**config.mk**
```make
export PLATFORM = sky130hd
export DESIGN_NAME = serial_frame_tx
export DESIGN_NICKNAME = d
export VERILOG_FILES = /design/src/rtl/serial_frame_pkg.sv /design/src/rtl/serial_bit_timer.sv /design/src/rtl/serial_frame_tx.sv
export SDC_FILE = /design/constraint.sdc
export NUM_CORES = 1
export LEC_CHECK = 0
export ABC_AREA = 1
export CAP_MARGIN = 10
export CORE_MARGIN = 1.5
export CORE_UTILIZATION = 54
export DETAILED_ROUTE_END_ITERATION = 10
export MAX_ROUTING_LAYER = met4
export PLACE_DENSITY = 0.86
export RECOVER_POWER = 25
export SLEW_MARGIN = 25
export SYNTH_ARGS = -nofsm -noshare
export SYNTH_HDL_FRONTEND = slang
export SYNTH_SLANG_ARGS = --single-unit
```
**constraint.sdc**
```tcl
create_clock -name clk -period 2.25 [get_ports clk]
set_clock_uncertainty 0.1 [all_clocks]
set_input_delay 0.45 -clock clk [delete_from_list [all_inputs] [get_ports clk]]
set_output_delay 0.45 -clock clk [all_outputs]
set_load 0.05 [all_outputs]
```
**src/rtl/serial_frame_pkg.sv**
```systemverilog
// Shared types and line levels for the serial frame transmitter.
// State list grows a PARITY state when SERIAL_FRAME_TX_PARITY_EN is defined.
package serial_frame_pkg;

    typedef enum logic [2:0] {
        TX_IDLE   = 3'd0,
        TX_START  = 3'd1,
        TX_DATA   = 3'd2,
`ifdef SERIAL_FRAME_TX_PARITY_EN
        TX_PARITY = 3'd3,
`endif
        TX_STOP   = 3'd4
    } tx_state_t;

    localparam logic LINE_IDLE   = 1'b1;
    localparam logic START_LEVEL = 1'b0;
    localparam logic STOP_LEVEL  = 1'b1;

    function automatic int cnt_width(input int n);
        return (n > 1) ? $clog2(n) : 1;
    endfunction

endpackage

```
**src/rtl/serial_bit_timer.sv**
```systemverilog
// Bit-period timer: counts DIV cycles, pulses bit_end on the last one.
// Latency: bit_end is combinational from the count; no backpressure, clear holds it at zero.
// Backpressure: none.
module serial_bit_timer
    import serial_frame_pkg::*;
#(
    parameter int DIV = 2
) (
    input  logic clk,
    input  logic rst_n,
    input  logic clear,
    output logic bit_end
);

    localparam int CW = cnt_width(DIV);
    localparam logic [CW-1:0] LAST = CW'(DIV - 1);

    logic [CW-1:0] div_cnt_q, div_cnt_d;

    always_comb begin
        bit_end   = !clear && (div_cnt_q == LAST);
        div_cnt_d = div_cnt_q;
        if (clear || (div_cnt_q == LAST)) begin
            div_cnt_d = '0;
        end else begin
            div_cnt_d = div_cnt_q + 1'b1;
        end
    end

    always_ff @(posedge clk or negedge rst_n) begin
        if (!rst_n) begin
            div_cnt_q <= '0;
        end else begin
            div_cnt_q <= div_cnt_d;
        end
    end

endmodule

```
**src/rtl/serial_frame_tx.sv**
```systemverilog
// UART-style frame transmitter: start, WIDTH data bits LSB first, [even parity], stop.
// Latency: start bit on o_ser the cycle after accept; o_done pulses in the first idle cycle.
// Backpressure: o_ready low for the whole frame; parity via SERIAL_FRAME_TX_PARITY_EN.
module serial_frame_tx
    import serial_frame_pkg::*;
#(
    parameter int WIDTH = 4,
    parameter int DIV   = 2
) (
    input  logic             clk,
    input  logic             rst_n,
    input  logic [WIDTH-1:0] i_data,
    input  logic             i_valid,
    output logic             o_ready,
    output logic             o_ser,
    output logic             o_busy,
    output logic             o_done
);

    localparam int BC_W = $clog2(WIDTH + 1);
    localparam logic [BC_W-1:0] LAST_BIT = BC_W'(WIDTH - 1);

    tx_state_t        state_q, state_d;
    logic [WIDTH-1:0] shift_q, shift_d;
    logic [BC_W-1:0]  bit_cnt_q, bit_cnt_d;
    logic             ser_q, ser_d;
    logic             busy_q, busy_d;
    logic             ready_q, ready_d;
    logic             done_q, done_d;
    logic             bit_end;
`ifdef SERIAL_FRAME_TX_PARITY_EN
    logic             parity_q, parity_d;
`endif

    // The timer free-runs through the whole frame so bit periods stay contiguous.
    serial_bit_timer #(.DIV(DIV)) u_timer (
        .clk    (clk),
        .rst_n  (rst_n),
        .clear  (state_q == TX_IDLE),
        .bit_end(bit_end)
    );

    always_comb begin
        state_d   = state_q;
        shift_d   = shift_q;
        bit_cnt_d = bit_cnt_q;
`ifdef SERIAL_FRAME_TX_PARITY_EN
        parity_d  = parity_q;
`endif
        case (state_q)
            TX_IDLE: begin
                if (i_valid && ready_q) begin
                    state_d   = TX_START;
                    shift_d   = i_data;
                    bit_cnt_d = '0;
`ifdef SERIAL_FRAME_TX_PARITY_EN
                    parity_d  = ^i_data;
`endif
                end
            end
            TX_START: if (bit_end) state_d = TX_DATA;
            TX_DATA: begin
                if (bit_end) begin
                    shift_d   = shift_q >> 1;
                    bit_cnt_d = bit_cnt_q + 1'b1;
                    if (bit_cnt_q == LAST_BIT) begin
`ifdef SERIAL_FRAME_TX_PARITY_EN
                        state_d = TX_PARITY;
`else
                        state_d = TX_STOP;
`endif
                    end
                end
            end
`ifdef SERIAL_FRAME_TX_PARITY_EN
            TX_PARITY: if (bit_end) state_d = TX_STOP;
`endif
            TX_STOP: if (bit_end) state_d = TX_IDLE;
            default: state_d = TX_IDLE;
        endcase

        // Outputs are computed from the next state so they are registered yet aligned with it.
        ser_d = LINE_IDLE;
        case (state_d)
            TX_START:  ser_d = START_LEVEL;
            TX_DATA:   ser_d = shift_d[0];
`ifdef SERIAL_FRAME_TX_PARITY_EN
            TX_PARITY: ser_d = parity_d;
`endif
            TX_STOP:   ser_d = STOP_LEVEL;
            default:   ser_d = LINE_IDLE;
        endcase
        busy_d  = (state_d != TX_IDLE);
        ready_d = (state_d == TX_IDLE);
        done_d  = (state_q == TX_STOP) && (state_d == TX_IDLE);
    end

    always_ff @(posedge clk or negedge rst_n) begin
        if (!rst_n) begin
            state_q   <= TX_IDLE;
            shift_q   <= '0;
            bit_cnt_q <= '0;
            ser_q     <= LINE_IDLE;
            busy_q    <= 1'b0;
            ready_q   <= 1'b1;
            done_q    <= 1'b0;
`ifdef SERIAL_FRAME_TX_PARITY_EN
            parity_q  <= 1'b0;
`endif
        end else begin
            state_q   <= state_d;
            shift_q   <= shift_d;
            bit_cnt_q <= bit_cnt_d;
            ser_q     <= ser_d;
            busy_q    <= busy_d;
            ready_q   <= ready_d;
            done_q    <= done_d;
`ifdef SERIAL_FRAME_TX_PARITY_EN
            parity_q  <= parity_d;
`endif
        end
    end

    assign o_ser   = ser_q;
    assign o_busy  = busy_q;
    assign o_ready = ready_q;
    assign o_done  = done_q;

endmodule

```
-- Word level (Yosys, flattened, before mapping)
Index checks and enable logic that the tools add are counted.
- eq/ne operators: 8
- bitwise gates (word level): 0
- div/mod/pow operators: 0
- add/subtract/negate cells: 2
- shift operators: 0
- $lt $le $gt $ge: 0
- mux-type cells: 14
- reduce and logical (&&, ||, !) cells: 10
- multiply operators: 0
- operator list (operator ; number):
    2-to-1 mux 3 bit ; 7
    one-hot mux 3 bit (4 select lines) ; 1
    == test 3 x 2 -> 1 bit (second input constant) ; 3
    2-to-1 mux 4 bit ; 2
    one-hot mux 4 bit (2 select lines) ; 1
    == test 3 x 1 -> 1 bit (second input constant) ; 2
    zero test 3 bit ; 2
    one-hot mux 3 bit (2 select lines) ; 1
    inequality test 2 bit (second input constant) ; 2
    adder 3 x 1 -> 3 bit (second input constant) ; 1
    == test 3 bit (second input constant) ; 1
    logical AND 1 bit ; 3
    AND reduction 3 bit ; 1
    nonzero test 3 bit ; 1
    one-hot mux 1 bit (2 select lines) ; 1
    nonzero test 2 bit ; 1
    adder 1 bit (second input constant) ; 1
    zero test 1 bit ; 1
    logical OR 1 bit ; 1
    2-to-1 mux 1 bit ; 1
- bits in writable memories: 0
- register bits after elaboration: 15
- memories kept: 0
- input bits: 7
- bits in latches: 0
- ROM bits: 0

-- Logic depth before layout (Yosys ltp)
Gate-level depths: netlist (run 1).
- depth in word-level cells: 7
- depth in mapped cells: 8

-- Hierarchy
From an unflattened synthesis (run 1), not the netlist that was laid out.
- cells, all modules: 83
- area, all modules: 748.2 sq um
- by module, submodules not included (module ; seq. area each (sq um) ; times used ; area an instance (sq um) ; cells an instance):
    serial_frame_tx ; 352.8 ; 1 ; 709.4 ; 79
    serial_bit_timer ; 25.0 ; 1 ; 38.8 ; 4

-- Worst setup path before layout (run 1)
OpenSTA, ideal clock, no wires.
- kind: flip-flop to flip-flop
- start: reg ready_q, in the netlist o_ready
- end: reg shift_q[2]
- data required time: 2.026 ns
- data arrival time: 1.216 ns
- setup slack: 0.810 ns
- buffers on the path: 0
- cell stages (with the launch flop): 8
- path through: dfstp_2 nand2_1 inv_1 nand3_2 nand2_2 inv_2 nand2_1 nand3_1
- cells in the longest elaborated chain, start to end: 3
- RTL lines (element ; line ; RTL):
    start: declaration ; serial_frame_tx.sv:28 ; logic ready_q, ready_d;
    start signal: assignment ; serial_frame_tx.sv:116 ; ready_q <= ready_d;
    logical AND 1 bit ; serial_frame_tx.sv:52 ; if (i_valid && ready_q) begin
    inequality test 2 bit (no source line) ; - ;
    AND reduction 3 bit (no source line) ; - ;
    end signal: assignment ; serial_frame_tx.sv:112 ; shift_q <= shift_d;
    end: declaration ; serial_frame_tx.sv:24 ; logic [WIDTH-1:0] shift_q, shift_d;
No other way between the ends.
A chain may end at the register's enable or synchronous reset.

-- Worst setup path in the final report (run 1)
- start: reg ready_q, in the netlist o_ready
- end: out o_ready
- RTL lines (element ; line ; RTL):
    end: declaration ; serial_frame_tx.sv:14 ; output logic o_ready,
No word-level cell between the ends.

==> metrics.yaml, run 1 <==
worst_hold_slack_ns: 0.388
initial_core_util_pct: 61.3
library_cells_used_by_synthesis: 20
hold-path-cell-count: 2
critical_path.n_buffers_inverters: 1
crit_arrival_ns: 1.61
yosys.area.top_type_share_pct: 45.3
startpoint_type: "register"
timing.slew.headroom_pct: 56.2
timing.hold.worst.class: "register to register"
fin_crit_ns: 2.16
synth.top_cells.by_area: "sky130_fd_sc_hd__dfrtp_1 45%, sky130_fd_sc_hd__nand2_1 12%, sky130_fd_sc_hd__dfstp_2 7.3%, sky130_fd_sc_hd__inv_1 5.7%, sky130_fd_sc_hd__nand3_1 4.9%"
die_height_um: 39.5
tritoncts_num_sinks: 15
post_cts.repair.setup_buffers: 0
ys.warnings.count: 0
htree_num_levels: 1
post_drt_wl_per_cell_um: 11.8
worstSetupEndpointType: "output pin"
worst_skew_pair_latency_ns: 0.28
synth-edff-count: 0
vdd_drop_max_uv: 769
globalplace.congestion: 0.782
syn-mean-instance-area_um2: 8.87
cts-root-to-sink-buffers: 2
synth_area_leader_cell: "sky130_fd_sc_hd__dfrtp_1"
final_hold_viol_count: 0
maximum_operating_frequency_mhz: 463
master_cell_of_the_clock_root_buffer: "sky130_fd_sc_hd__clkbuf_4"
grt_pass1_wl_mm: 2.39
crit_family: "buffers and inverters"
pwr_density_cell_nw_per_um2: 1290
nets: 104
place_hpwl_mm: 1.00
die_w_um: 39.5
timing.setup.critical_path_class: "register to output pin"
number_of_instances_resized_during_post_cts_repair: 0
fin_setup_tns_ns: 0
fp.dieArea_um2: 1560
multi_input_area_um2: 288
tritoncts_clock_tree: "built"
final_max_slew_viol_count: 0
area_growth_syn_to_layout_pct: 19.0
worst_path_max_delay_cell: "sky130_fd_sc_hd__clkdlybuf4s50_1"
min_delay_worst_endpoint: "bit_cnt_q[1]"
ioPinCount: 11
layout.filler_cells: 80
top_count_cell_post_synth: "sky130_fd_sc_hd__nand2_1"
regArea_um2: 378
timing.reg2reg.worst_path_depth: 8
clk_transition_reported_paths_ns: 0.09
via_count_of_the_first_global_routing_pass: 589
synth-main-ff-cell: "sky130_fd_sc_hd__dfrtp_1"
critical_path_cell_list: "clkdlybuf4s50_1"
critical_path.startpoint: "o_ready"
seq_area_frac_synth_pct: 52.6
port-buffer-count: 10
critical-path-max-stage-delay_ns: 0.80
final.period_utilization_pct: 96.0
critPathRequiredTime_ns: 1.70
reg2reg_slack_ns: 0.73
worst_slew_pin_slew_ns: 0.656
setup_violations: 0
first_pass_iters: 4
mappedNetlistArea_um2: 718
drc: 0
post_synth_top_cells: "23 x sky130_fd_sc_hd__nand2_1, 13 x sky130_fd_sc_hd__dfrtp_1, 11 x sky130_fd_sc_hd__inv_1"
timing.critical_path.depth: 1
dr_total_vias: 554
cts_hold_buffers: 0
ys_ff_latch: 15
post_route_cells_drive_above_1_share_pct: 18.1
grt_max_degree: 16
design.core.area_um2: 1170
cts_inserted_buffers: 3
num_antenna_cells: 0
grt_setup_unrepaired: "no"
antenna_found_initial: 0
syn-num-nets: 90
grt_overflow: 0
rr_endpoint: "o_done"
hold_path.startpoint: "bit_cnt_q[1]"
postSynthCellCount: 81
ant_nets: 0
critPathMaxFanout: 2
synth-async-reset-ratio_pct: 100
max-cap-violations: 0
crit-reg2reg-launch: "bit_cnt_q[0]"
grt_use_total_pct: 24.4
wirelength_mm: 1.28
viasPerCell: 5.13
outcome: "complete, no violations"
cellLeakagePower_nw: 0.426
detail_route.iter0.violations: 8
row_count: 12
-- cell type report --
type                    instances  area share [%]
inverters                      12            5.27
flip-flops and latches         15            44.2
well taps                      14            2.05
multi-input cells              53            33.7
clock buffers                   4            3.07
repair buffers                 10            11.7
-- kinds of logic (layout without fill, tap and decap cells) --
family	Yosys count	in the layout	share of synthesized area, %
AND/OR/NAND/NOR	47	47	33.6
flip-flops	15	15	52.6
buffers and inverters	13	26	7.32
AO/OA/AOI/OAI	4	4	2.96
adder cells (fa/ha/maj)	2	2	3.48
-- report_power, final --
part,total (W),internal (W),switching (W)
logic,0.000499,0.000168,0.000331
registers,0.000454,0.000377,0.0000774
clock network,0.000150,0.0000688,0.0000813
total,0.00110,0.000614,0.000490
-- cells in the final DEF, fill, tap and decap left out, types with 2 or more instances in the layout --
cell,count
sky130_fd_sc_hd__clkbuf_4,3
sky130_fd_sc_hd__clkdlybuf4s50_1,9
sky130_fd_sc_hd__dfrtp_1,13
sky130_fd_sc_hd__dfstp_2,2
sky130_fd_sc_hd__ha_1,2
sky130_fd_sc_hd__inv_1,11
sky130_fd_sc_hd__nand2_1,23
sky130_fd_sc_hd__nand2_2,3
sky130_fd_sc_hd__nand2_4,2
sky130_fd_sc_hd__nand3_1,7
sky130_fd_sc_hd__nand3_2,2
sky130_fd_sc_hd__nand4_1,2
sky130_fd_sc_hd__nor2_1,3
sky130_fd_sc_hd__nor2_2,3
-- per-layer routing --
metal,GRT usage (%),wire [µm],vias up
met3,5.11,38,5
met2,38.9,613,11
met1,28.2,586,255
met5,-,0,-
met4,13.8,37,0
li1,-,-,283
-- how the worst max path moves through the flow --
stage	slack, ns	end
2_1_floorplan	0.81	shift_q[2]
3_3_place_gp	0.40	o_ready
3_5_place_dp	0.40	o_ready
4_1_cts	0.08	o_ready
5_1_grt	0.06	o_ready
6_report	0.09	o_ready
-- registers in the layout, summed over array words and instances, names as in the netlist --
name               flops
state_q                3
bit_cnt_q              3
o_ser                  1
shift_q                4
u_timer.div_cnt_q      1
o_ready                1
o_busy                 1
o_done                 1
-- per-stage QoR --
step	total power, W	setup slack (ns)	cells	util (%)	cell area [µm²]
after floorplan	0.000833	0.810	81	-	718
after global placement	0.000936	0.398	104	70.7	828
after detailed placement	0.000956	0.399	104	70.7	828
after CTS	0.00111	0.0818	108	73.0	855
after global routing	0.00119	0.0601	108	73.0	855
final	0.00110	0.0889	108	73.0	855
(Power assumes the default switching activity.)
==> run 2, diff against run 1 <==
- CAP_MARGIN: 10 -> 5
==> results of run 2 <==
Final layout, timing and power as in run 1 (identical DEF).
